[src/rtl/reorder_buffer.sv]
// reorder_buffer: in-order retirement buffer that returns old physical registers to the free list.
// Define ROB_ERR_EN to build the sticky rob_err protocol check; otherwise rob_err is tied low.
module reorder_buffer #(
    parameter int DEPTH  = 16,
    parameter int PHYS_W = 6,
    parameter int ARCH_W = 5,
    parameter int TAG_W  = 4
) (
    input  logic              clk,
    input  logic              reset_n,
    input  logic              alloc_valid,
    input  logic              alloc_has_rd,
    input  logic [ARCH_W-1:0] alloc_arch_rd,
    input  logic [PHYS_W-1:0] alloc_phys_rd,
    input  logic [PHYS_W-1:0] alloc_old_phys_rd,
    output logic              alloc_ready,
    output logic [TAG_W-1:0]  alloc_tag,
    input  logic              complete_valid,
    input  logic [TAG_W-1:0]  complete_tag,
    output logic              retire_valid,
    output logic [PHYS_W-1:0] retire_phys_reg,
    output logic [ARCH_W-1:0] retire_arch_rd,
    output logic              retire_event,
    output logic              rob_empty,
    output logic              rob_full,
    output logic [TAG_W:0]    rob_count,
    output logic              rob_err
);
    logic [TAG_W:0]      head, tail;
    logic [DEPTH-1:0]    valid, done, has_rd;
    logic [ARCH_W-1:0]   arch_rd [DEPTH];
    logic [PHYS_W-1:0]   old_phys [DEPTH];
    logic [TAG_W-1:0]    hidx, tidx;
    logic                full, do_alloc, do_comp, do_retire;
    logic                unused_phys;

    // The new mapping is only needed by rename; retirement frees the old one.
    assign unused_phys = ^alloc_phys_rd;
    assign hidx        = head[TAG_W-1:0];
    assign tidx        = tail[TAG_W-1:0];
    assign full        = (hidx == tidx) && (head[TAG_W] != tail[TAG_W]);
    assign rob_full    = full;
    assign rob_empty   = head == tail;
    assign rob_count   = tail - head;
    assign alloc_ready = !full;
    assign alloc_tag   = tidx;
    assign do_alloc    = alloc_valid && !full;
    assign do_comp     = complete_valid && valid[complete_tag];
    assign do_retire   = valid[hidx] && done[hidx];

    always_ff @(posedge clk or negedge reset_n) begin
        if (!reset_n) begin
            head            <= '0;
            tail            <= '0;
            valid           <= '0;
            done            <= '0;
            retire_valid    <= 1'b0;
            retire_event    <= 1'b0;
            retire_phys_reg <= '0;
            retire_arch_rd  <= '0;
        end else begin
            if (do_comp) done[complete_tag] <= 1'b1;
            // Retire clears after completion so a late completion to the head cannot leave done set.
            if (do_retire) begin
                valid[hidx]     <= 1'b0;
                done[hidx]      <= 1'b0;
                head            <= head + 1'b1;
                retire_phys_reg <= old_phys[hidx];
                retire_arch_rd  <= arch_rd[hidx];
            end
            if (do_alloc) begin
                valid[tidx] <= 1'b1;
                done[tidx]  <= 1'b0;
                tail        <= tail + 1'b1;
            end
            retire_valid <= do_retire && has_rd[hidx];
            retire_event <= do_retire;
        end
    end

    always_ff @(posedge clk) begin
        if (do_alloc) begin
            has_rd[tidx]   <= alloc_has_rd;
            arch_rd[tidx]  <= alloc_arch_rd;
            old_phys[tidx] <= alloc_old_phys_rd;
        end
    end

`ifdef ROB_ERR_EN
    always_ff @(posedge clk or negedge reset_n) begin
        if (!reset_n)
            rob_err <= 1'b0;
        else if ((alloc_valid && full) ||
                 (complete_valid && !(valid[complete_tag] && !done[complete_tag])))
            rob_err <= 1'b1;
    end
`else
    assign rob_err = 1'b0;
`endif
endmodule

[config.mk]
export PLATFORM = sky130hd
export DESIGN_NAME = reorder_buffer
export DESIGN_NICKNAME = d
export VERILOG_FILES = /design/src/rtl/reorder_buffer.sv
export SDC_FILE = /design/constraint.sdc
export NUM_CORES = 1
export LEC_CHECK = 0
export BUFFER_PORTS_ARGS = -buffer_cell sky130_fd_sc_hd__buf_2
export CORE_ASPECT_RATIO = 0.75
export CORE_MARGIN = 1.5
export CORE_UTILIZATION = 60
export DETAILED_ROUTE_END_ITERATION = 16
export HOLD_SLACK_MARGIN = 0.02
export PLACE_DENSITY = 0.77
export RECOVER_POWER = 100
export SLEW_MARGIN = 40
export SYNTH_ARGS = -nofsm -noshare
export SYNTH_HDL_FRONTEND = slang
export SYNTH_SLANG_ARGS = --single-unit
[constraint.sdc]
create_clock -name clk -period 6.2 [get_ports clk]
set_input_delay 0 -clock clk [delete_from_list [all_inputs] [get_ports clk]]
set_output_delay 0 -clock clk [all_outputs]
set_load 0.05 [all_outputs]
==> impl_metrics.env, run 1 <==
export IMPL_fin_tns_setup_ps=0
export IMPL_nFillCells=1088
export IMPL_ys_types=50
export IMPL_finalClockSkew_ps=17.3
export IMPL_layout_commonest_cell="edfxtp_1"
export IMPL_fp_dieArea_um2=18000
export IMPL_p_int_mw=3.85
export IMPL_syn_avg_cell_area_um2=18.9
export IMPL_violations="max-capacitance violations, max-slew violations"
export IMPL_crit_path_cell_trace="inv_1 > ha_1 > nand4_1 > or2_2 > nand3_1 > nor3_1 > clkbuf_1"
export IMPL_drv_cap=5
export IMPL_synthesis_nets=585
export IMPL_grt_max_degree=56
export IMPL_cts_root_buf="clkbuf_16"
export IMPL_htree_levels=1
export IMPL_viasPerCell=6.38
export IMPL_fin_crit_sh_pct=73.8
export IMPL_synth_seq_cells=247
export IMPL_clock_latency_ps=520
export IMPL_clk_path_buf_depth=3
export IMPL_ir_drop_mv=0.551
export IMPL_p_per_area_nw_per_um2=520
export IMPL_rows=41
export IMPL_cp_arrival_ps=4720
export IMPL_fp_dieH_um=116
export IMPL_ant_nets=0
export IMPL_sw_frac_of_total_pct=36.1
export IMPL_area_growth_pct=12.6
export IMPL_synth_edf_count=192
export IMPL_place_hpwl_um=13000
export IMPL_rsz0062_at_grt="false"
export IMPL_cts_made_buffers=24
export IMPL_crit_required_ps=6340
export IMPL_final_hold_viol_count=0
export IMPL_antenna_found_initial=0
export IMPL_grtUsageTotal_pct=25.8
export IMPL_crit_path_start_kind="flip-flop"
export IMPL_gp_congestion=0.900
export IMPL_mostFrequentLayoutCells="edfxtp_1, clkbuf_1, mux4_2, dfrtp_1"
export IMPL_placedCellCount=796
export IMPL_status="complete, but fails checks"
export IMPL_regMostFlops="old_phys"
export IMPL_synthCells=546
export IMPL_grt_pass1_vias=5681
export IMPL_die_x_um=154
export IMPL_slowest_delay_ps=1100
export IMPL_clk_pin_slew_ps=60
export IMPL_drive_above_1_share_pct=18.4
export IMPL_cts_sinks=247
export IMPL_cp_max_fo=17
export IMPL_drc=0
export IMPL_io_buffers=44
export IMPL_netlist_area_um2=10300
export IMPL_routed_wl_um=21700
export IMPL_period_minus_slack_ps=4580
export IMPL_dr_total_vias=5495
export IMPL_postCtsHoldBufs=20
export IMPL_core_area_um2=16800
export IMPL_final_nets=667
export IMPL_synth_top_flop_cell="edfxtp_1"
export IMPL_grt_first_pass_wirelength_um=33500
export IMPL_dr_pass1_iters=5
export IMPL_leakage_nw=4.01
export IMPL_cts_resized=0
export IMPL_p_sw_mw=2.18
export IMPL_post_cts_setup_buffer_count=0
export IMPL_drt_iter0_drc=557
export IMPL_crit_type="flip-flop to flip-flop"
export IMPL_avgRoutedWirePerCell_um=25.3
export IMPL_yosysWarnings=0
export IMPL_max_freq_mhz=218
export IMPL_cts_tree="yes"
export IMPL_slowest_stage="nor3_1"
export IMPL_power_mw=6.03
export IMPL_insertedDiodeCount=0
export IMPL_drv_slew=130
export IMPL_synth_seq_area_share_pct=69.4
export IMPL_worst_pin_slew_ps=3180
export IMPL_final_cells=861
export IMPL_largestRegisters="old_phys x96, arch_rd x80"
export IMPL_seq_power_share_pct=38.9
export IMPL_min_path_type="input pin to flip-flop"
export IMPL_pin_count=52
export IMPL_largest_reg_flops=96
export IMPL_gr_total_overflow=0
export IMPL_maxSlewHeadroom_pct=-112
export IMPL_combPwrFrac_pct=37.0
export IMPL_end_kind="flip-flop"
export IMPL_async_reset_ff_share_pct=22.3
export IMPL_start_util_pct=61.2
export IMPL_power_frac_clock_pct=24.1
export IMPL_setup_viol=0
[synth_stat cells, drive strengths merged, types with 6 or more instances]
cell,count,share of area [%]
o211ai,6,0.44
nor2,25,0.91
inv,19,0.69
xnor2,9,0.77
mux2,19,2.3
a211oi,16,1.2
edfxtp,192,56
nand2,14,0.51
dfrtp,55,13
ha,12,1.5
a21o,12,0.87
mux4,64,14
a31oi,22,1.3
buf,26,2.1
nor3,6,0.29
[final cells by class]
type                    count  area (um2)  area share, %
clock inverters            12         129           1.11
clock buffers              32         672           5.79
well taps                 215         269           2.32
multi-input cells         251        2830           24.4
inverters                  19        71.3          0.615
repair buffers             85         483           4.16
flip-flops and latches    247        7150           61.6
[power by group through the flow]
stage,clock [mW],sequential [mW],combinational [mW]
detailed placement,0,2.39,2.28
CTS,1.48,2.36,2.31
finish,1.45,2.35,2.23
global placement,0,2.36,2.23
floorplan,0,2.37,1.78
global route,1.54,2.38,2.38
[metrics by stage]
stage / hold WS, ps / instance area [um2] / worst slack (ps) / utilization, %
after detailed placement: 208 / 10800 / 2690 / 63.9
after floorplan: -296 / 10300 / 2810 / -
after global placement: 193 / 10700 / 2570 / 63.7
after global routing: 74.2 / 11600 / 1330 / 68.9
final: 42.1 / 11600 / 1620 / 68.9
after CTS: 29.4 / 11800 / 2680 / 69.9
[logic make-up (layout without fill, tap and decap cells)]
| kind of cell | count (synthesis) | in the layout | share of synthesized area [%] |
|---|---|---|---|
| adder cells (fa/ha/maj) | 13 | 13 | 1.65 |
| flip-flops | 247 | 247 | 69.4 |
| other | 1 | 1 | 0.0364 |
| AO/OA/AOI/OAI | 69 | 69 | 4.72 |
| XOR/XNOR | 11 | 11 | 0.936 |
| multiplexers | 83 | 83 | 16.6 |
| AND/OR/NAND/NOR | 74 | 74 | 3.69 |
| buffers and inverters | 48 | 148 | 2.98 |
[layer usage]
metal	vias to the layer above	routed length (um)	GRT usage, %
li1	2364	-	-
met1	2857	9060	36.4
met2	223	10600	42.4
met3	51	1620	4.90
met4	0	507	7.69
met5	-	0	0
[worst paths after layout]
path                                               startpoint                            end  slack, ps  cells past startpoint
worst min register to register  retire_arch_rd[0]$_DFFE_PN0N_  retire_arch_rd[0]$_DFFE_PN0N_        480                      1
worst max-delay path                      head[2]$_DFFE_PN0N_       old_phys[3][2]$_DFFE_PP_       1620                      7
min in group asynchronous                             reset_n              done[0]$_DFF_PN0_       1160                      3
worst min-delay path                           complete_valid              done[2]$_DFF_PN0_         40                      4
worst max register to register            head[2]$_DFFE_PN0N_       old_phys[3][2]$_DFFE_PP_       1620                      7
max in group asynchronous                             reset_n            head[1]$_DFFE_PN0N_       2790                      3
[worst max-delay path: cells and delay by family, from the launching register on]
kind | cells | cell delay [ps]
adder cells (fa/ha/maj) | 1 | 440
AND/OR/NAND/NOR | 4 | 1670
buffers and inverters | 2 | 1500
flip-flops | 1 | 580
No activity file was read; power rests on OpenSTA's default activity.
==> inputs of run 2 (changes only) <==
ABC_AREA = 1   (was not set)
clock period = 4.3 ns   (was 6.2 ns; I/O delays follow)
==> run 2 against run 1 <==
Net effect:
- the flow now finishes without violations
- worst setup slack worse by 380 ps
- non-clock buffer count is 15 lower
- die area is 6.5% higher
- sequential share of layout area is 2.2 points lower
- critical path depth stayed put
==> impl_metrics.env, run 2 <==
export IMPL_status="finished, final reports clean"
export IMPL_cts_root_buf="clkbuf_16"
export IMPL_ant_nets=0
export IMPL_p_per_area_nw_per_um2=710
export IMPL_p_sw_mw=3.62
export IMPL_io_buffers=44
export IMPL_cp_arrival_ps=3180
export IMPL_power_frac_clock_pct=22.5
export IMPL_fin_tns_setup_ps=0
export IMPL_area_growth_pct=9.50
export IMPL_regMostFlops="old_phys"
export IMPL_htree_levels=1
export IMPL_p_int_mw=4.92
export IMPL_leakage_nw=4.95
export IMPL_end_kind="flip-flop"
export IMPL_grt_first_pass_wirelength_um=41100
export IMPL_clk_pin_slew_ps=60
export IMPL_crit_path_start_kind="flip-flop"
export IMPL_final_nets=1151
export IMPL_ys_types=34
export IMPL_grtUsageTotal_pct=28.1
export IMPL_max_freq_mhz=327
export IMPL_period_minus_slack_ps=3050
export IMPL_grt_pass1_vias=7599
export IMPL_dpl_cell_area_um2=11200
export IMPL_die_x_um=159
export IMPL_cp_max_fo=40
export IMPL_cts_tree="yes"
export IMPL_synthCells=1075
export IMPL_synth_top_area_cell="edfxtp_1"
export IMPL_yosysWarnings=0
export IMPL_netlist_area_um2=11000
export IMPL_viasPerCell=5.68
export IMPL_seq_power_share_pct=38.2
export IMPL_place_hpwl_um=15000
export IMPL_mostFrequentLayoutCells="nand2_1, edfxtp_1, nor2_1"
export IMPL_synth_edf_count=192
export IMPL_routed_wl_um=26200
export IMPL_synthTopCellsByCount="nand2_1, edfxtp_1, nor2_1"
export IMPL_pin_count=52
export IMPL_sw_frac_of_total_pct=42.3
export IMPL_largest_reg_flops=96
export IMPL_gr_total_overflow=0
export IMPL_crit_type="flip-flop to flip-flop"
export IMPL_layout_commonest_cell="nand2_1"
export IMPL_dr_total_vias=7783
export IMPL_combPwrFrac_pct=39.3
export IMPL_crit_required_ps=4430
export IMPL_drive_above_1_share_pct=5.32
export IMPL_start_util_pct=61.8
export IMPL_clk_path_buf_depth=3
export IMPL_synth_top_flop_cell="edfxtp_1"
export IMPL_avgRoutedWirePerCell_um=19.2
export IMPL_gp_congestion=0.925
export IMPL_yosys_top_cells_area="edfxtp_1, dfrtp_1, nand2_1"
export IMPL_largestRegisters="old_phys x96, arch_rd x80"
export IMPL_synth_top_area_share_pct=52.5
export IMPL_ir_drop_mv=1.05
export IMPL_clock_latency_ps=510
export IMPL_rsz0062_at_grt="false"
export IMPL_insertedDiodeCount=0
export IMPL_rr_worst_depth=7
export IMPL_grt_max_degree=65
export IMPL_crit_path_cell_trace="ha_1 > nand4_1 > or2_0 > nand2_4 > inv_1 > nand2_1 > inv_1"
export IMPL_worst_pin_slew_ps=815
export IMPL_power_mw=8.54
export IMPL_drc=0
export IMPL_cpMostUsedCell="inv_1"
export IMPL_cp_top_family="buffers and inverters"
export IMPL_synth_most_common_cell="nand2_1"
export IMPL_async_reset_ff_share_pct=22.3
export IMPL_path_depth=7
export IMPL_drv_slew=0
export IMPL_final_hold_viol_count=0
export IMPL_min_path_type="input pin to flip-flop"
export IMPL_whs_path_depth=5
export IMPL_drt_iter0_drc=950
export IMPL_dr_pass1_iters=6
export IMPL_fp_dieArea_um2=19100
export IMPL_slowest_stage="dfrtp_4"
export IMPL_antenna_found_initial=0
export IMPL_maxSlewHeadroom_pct=45.6
export IMPL_place_ws_ps=1320
export IMPL_setup_viol=0
export IMPL_finalClockSkew_ps=12.5
export IMPL_synth_seq_cells=247
export IMPL_fp_dieH_um=120
export IMPL_slowest_delay_ps=760
export IMPL_path_buf_inv=2
export IMPL_setup_ws_ps=1250
export IMPL_cts_sinks=247
export IMPL_rows=42
export IMPL_drv_cap=0
export IMPL_synth_seq_area_share_pct=65.0
export IMPL_core_area_um2=17800
export IMPL_stdcell_area_um2=12000
export IMPL_fin_crit_sh_pct=71.0
export IMPL_cts_made_buffers=23
export IMPL_synthesis_nets=1114
export IMPL_syn_avg_cell_area_um2=10.2
export IMPL_cts_resized=0
run 2: cell count changes in the layout (fill, tap and decap cells not counted), moves of 11 or more:
cell,change
a211oi_1,-16
a21o_1,-12
a31oi_1,-17
clkbuf_1,-11
inv_1,+58
mux4_2,-54
nand2_1,+261
nand3_1,+38
nor2_1,+138
o21ai_0,+106
o22ai_1,+42
run 2: worst paths after layout:
kind / slack, ps / start / to
max: 1250 / head[0]$_DFFE_PN0N_ / old_phys[12][5]$_DFFE_PP_
min: 90 / complete_tag[1] / done[10]$_DFF_PN0_
max reg2reg: 1250 / head[0]$_DFFE_PN0N_ / old_phys[12][5]$_DFFE_PP_
min reg2reg: 490 / retire_phys_reg[0]$_DFFE_PN0N_ / retire_phys_reg[0]$_DFFE_PN0N_
max in group asynchronous: 3750 / reset_n / head[0]$_DFFE_PN0N_
min in group asynchronous: 130 / reset_n / valid[3]$_DFF_PN0_
run 2: stage by stage:
stage | hold WS [ps] | instances | util, %
6_report | 91.1 | 1370 | 67.7
5_1_grt | 123 | 1370 | 67.7
4_1_cts | 78.8 | 1370 | 68.1
3_5_place_dp | 207 | 1312 | 63.2
3_3_place_gp | 199 | 1312 | 63.2
2_1_floorplan | -296 | 1075 | -
run 2: repair_timing:
action | 4_1_cts | 5_1_grt
hold endpoints to repair | 276 | 0
buffers inserted | 0 | 0
hold buffers | 17 | 0
run 2: cell type report:
class                   instances  area (um2)
clock buffers                  31         616
multi-input cells             691        3160
repair buffers                 70         415
inverters                      79         302
flip-flops and latches        247        7150
fillers                      1373        5740
clock inverters                10        81.3
well taps                     242         303
run 2: worst reg2reg max path, stage by stage (launching register included):
cell and delay [ps]:
dfrtp_4 760, ha_1 360, nand4_1 120, or2_0 250, nand2_4 90, inv_1 310
nand2_1 170, inv_1 610
run 2: logic make-up (layout without fill, tap and decap cells):
family | count (synthesis) | after routing | synth area share (%)
AO/OA/AOI/OAI | 173 | 173 | 8.76
XOR/XNOR | 10 | 10 | 0.797
adder cells (fa/ha/maj) | 13 | 13 | 1.55
buffers and inverters | 137 | 190 | 5.97
flip-flops | 247 | 247 | 65.0
other | 1 | 1 | 0.0341
AND/OR/NAND/NOR | 494 | 494 | 17.9
run 2: power by group through the flow:
stage               combinational (mW)  clock (mW)  sequential, mW
floorplan                         2.56           0            3.35
global placement                  3.30           0            3.28
detailed placement                3.38           0            3.29
CTS                               3.41        1.93            3.25
global route                      3.69        2.02            3.31
finish                            3.35        1.92            3.26
run 2: routing by layer:
layer	GRT usage (%)	wire [um]	share of wire (%)	up-vias
met5	0	0	0	-
met3	5.21	2350	8.9	48
met1	41.4	11500	44	3693
met4	6.43	431	1.6	0
li1	-	-	-	3680
met2	44.2	12000	46	362
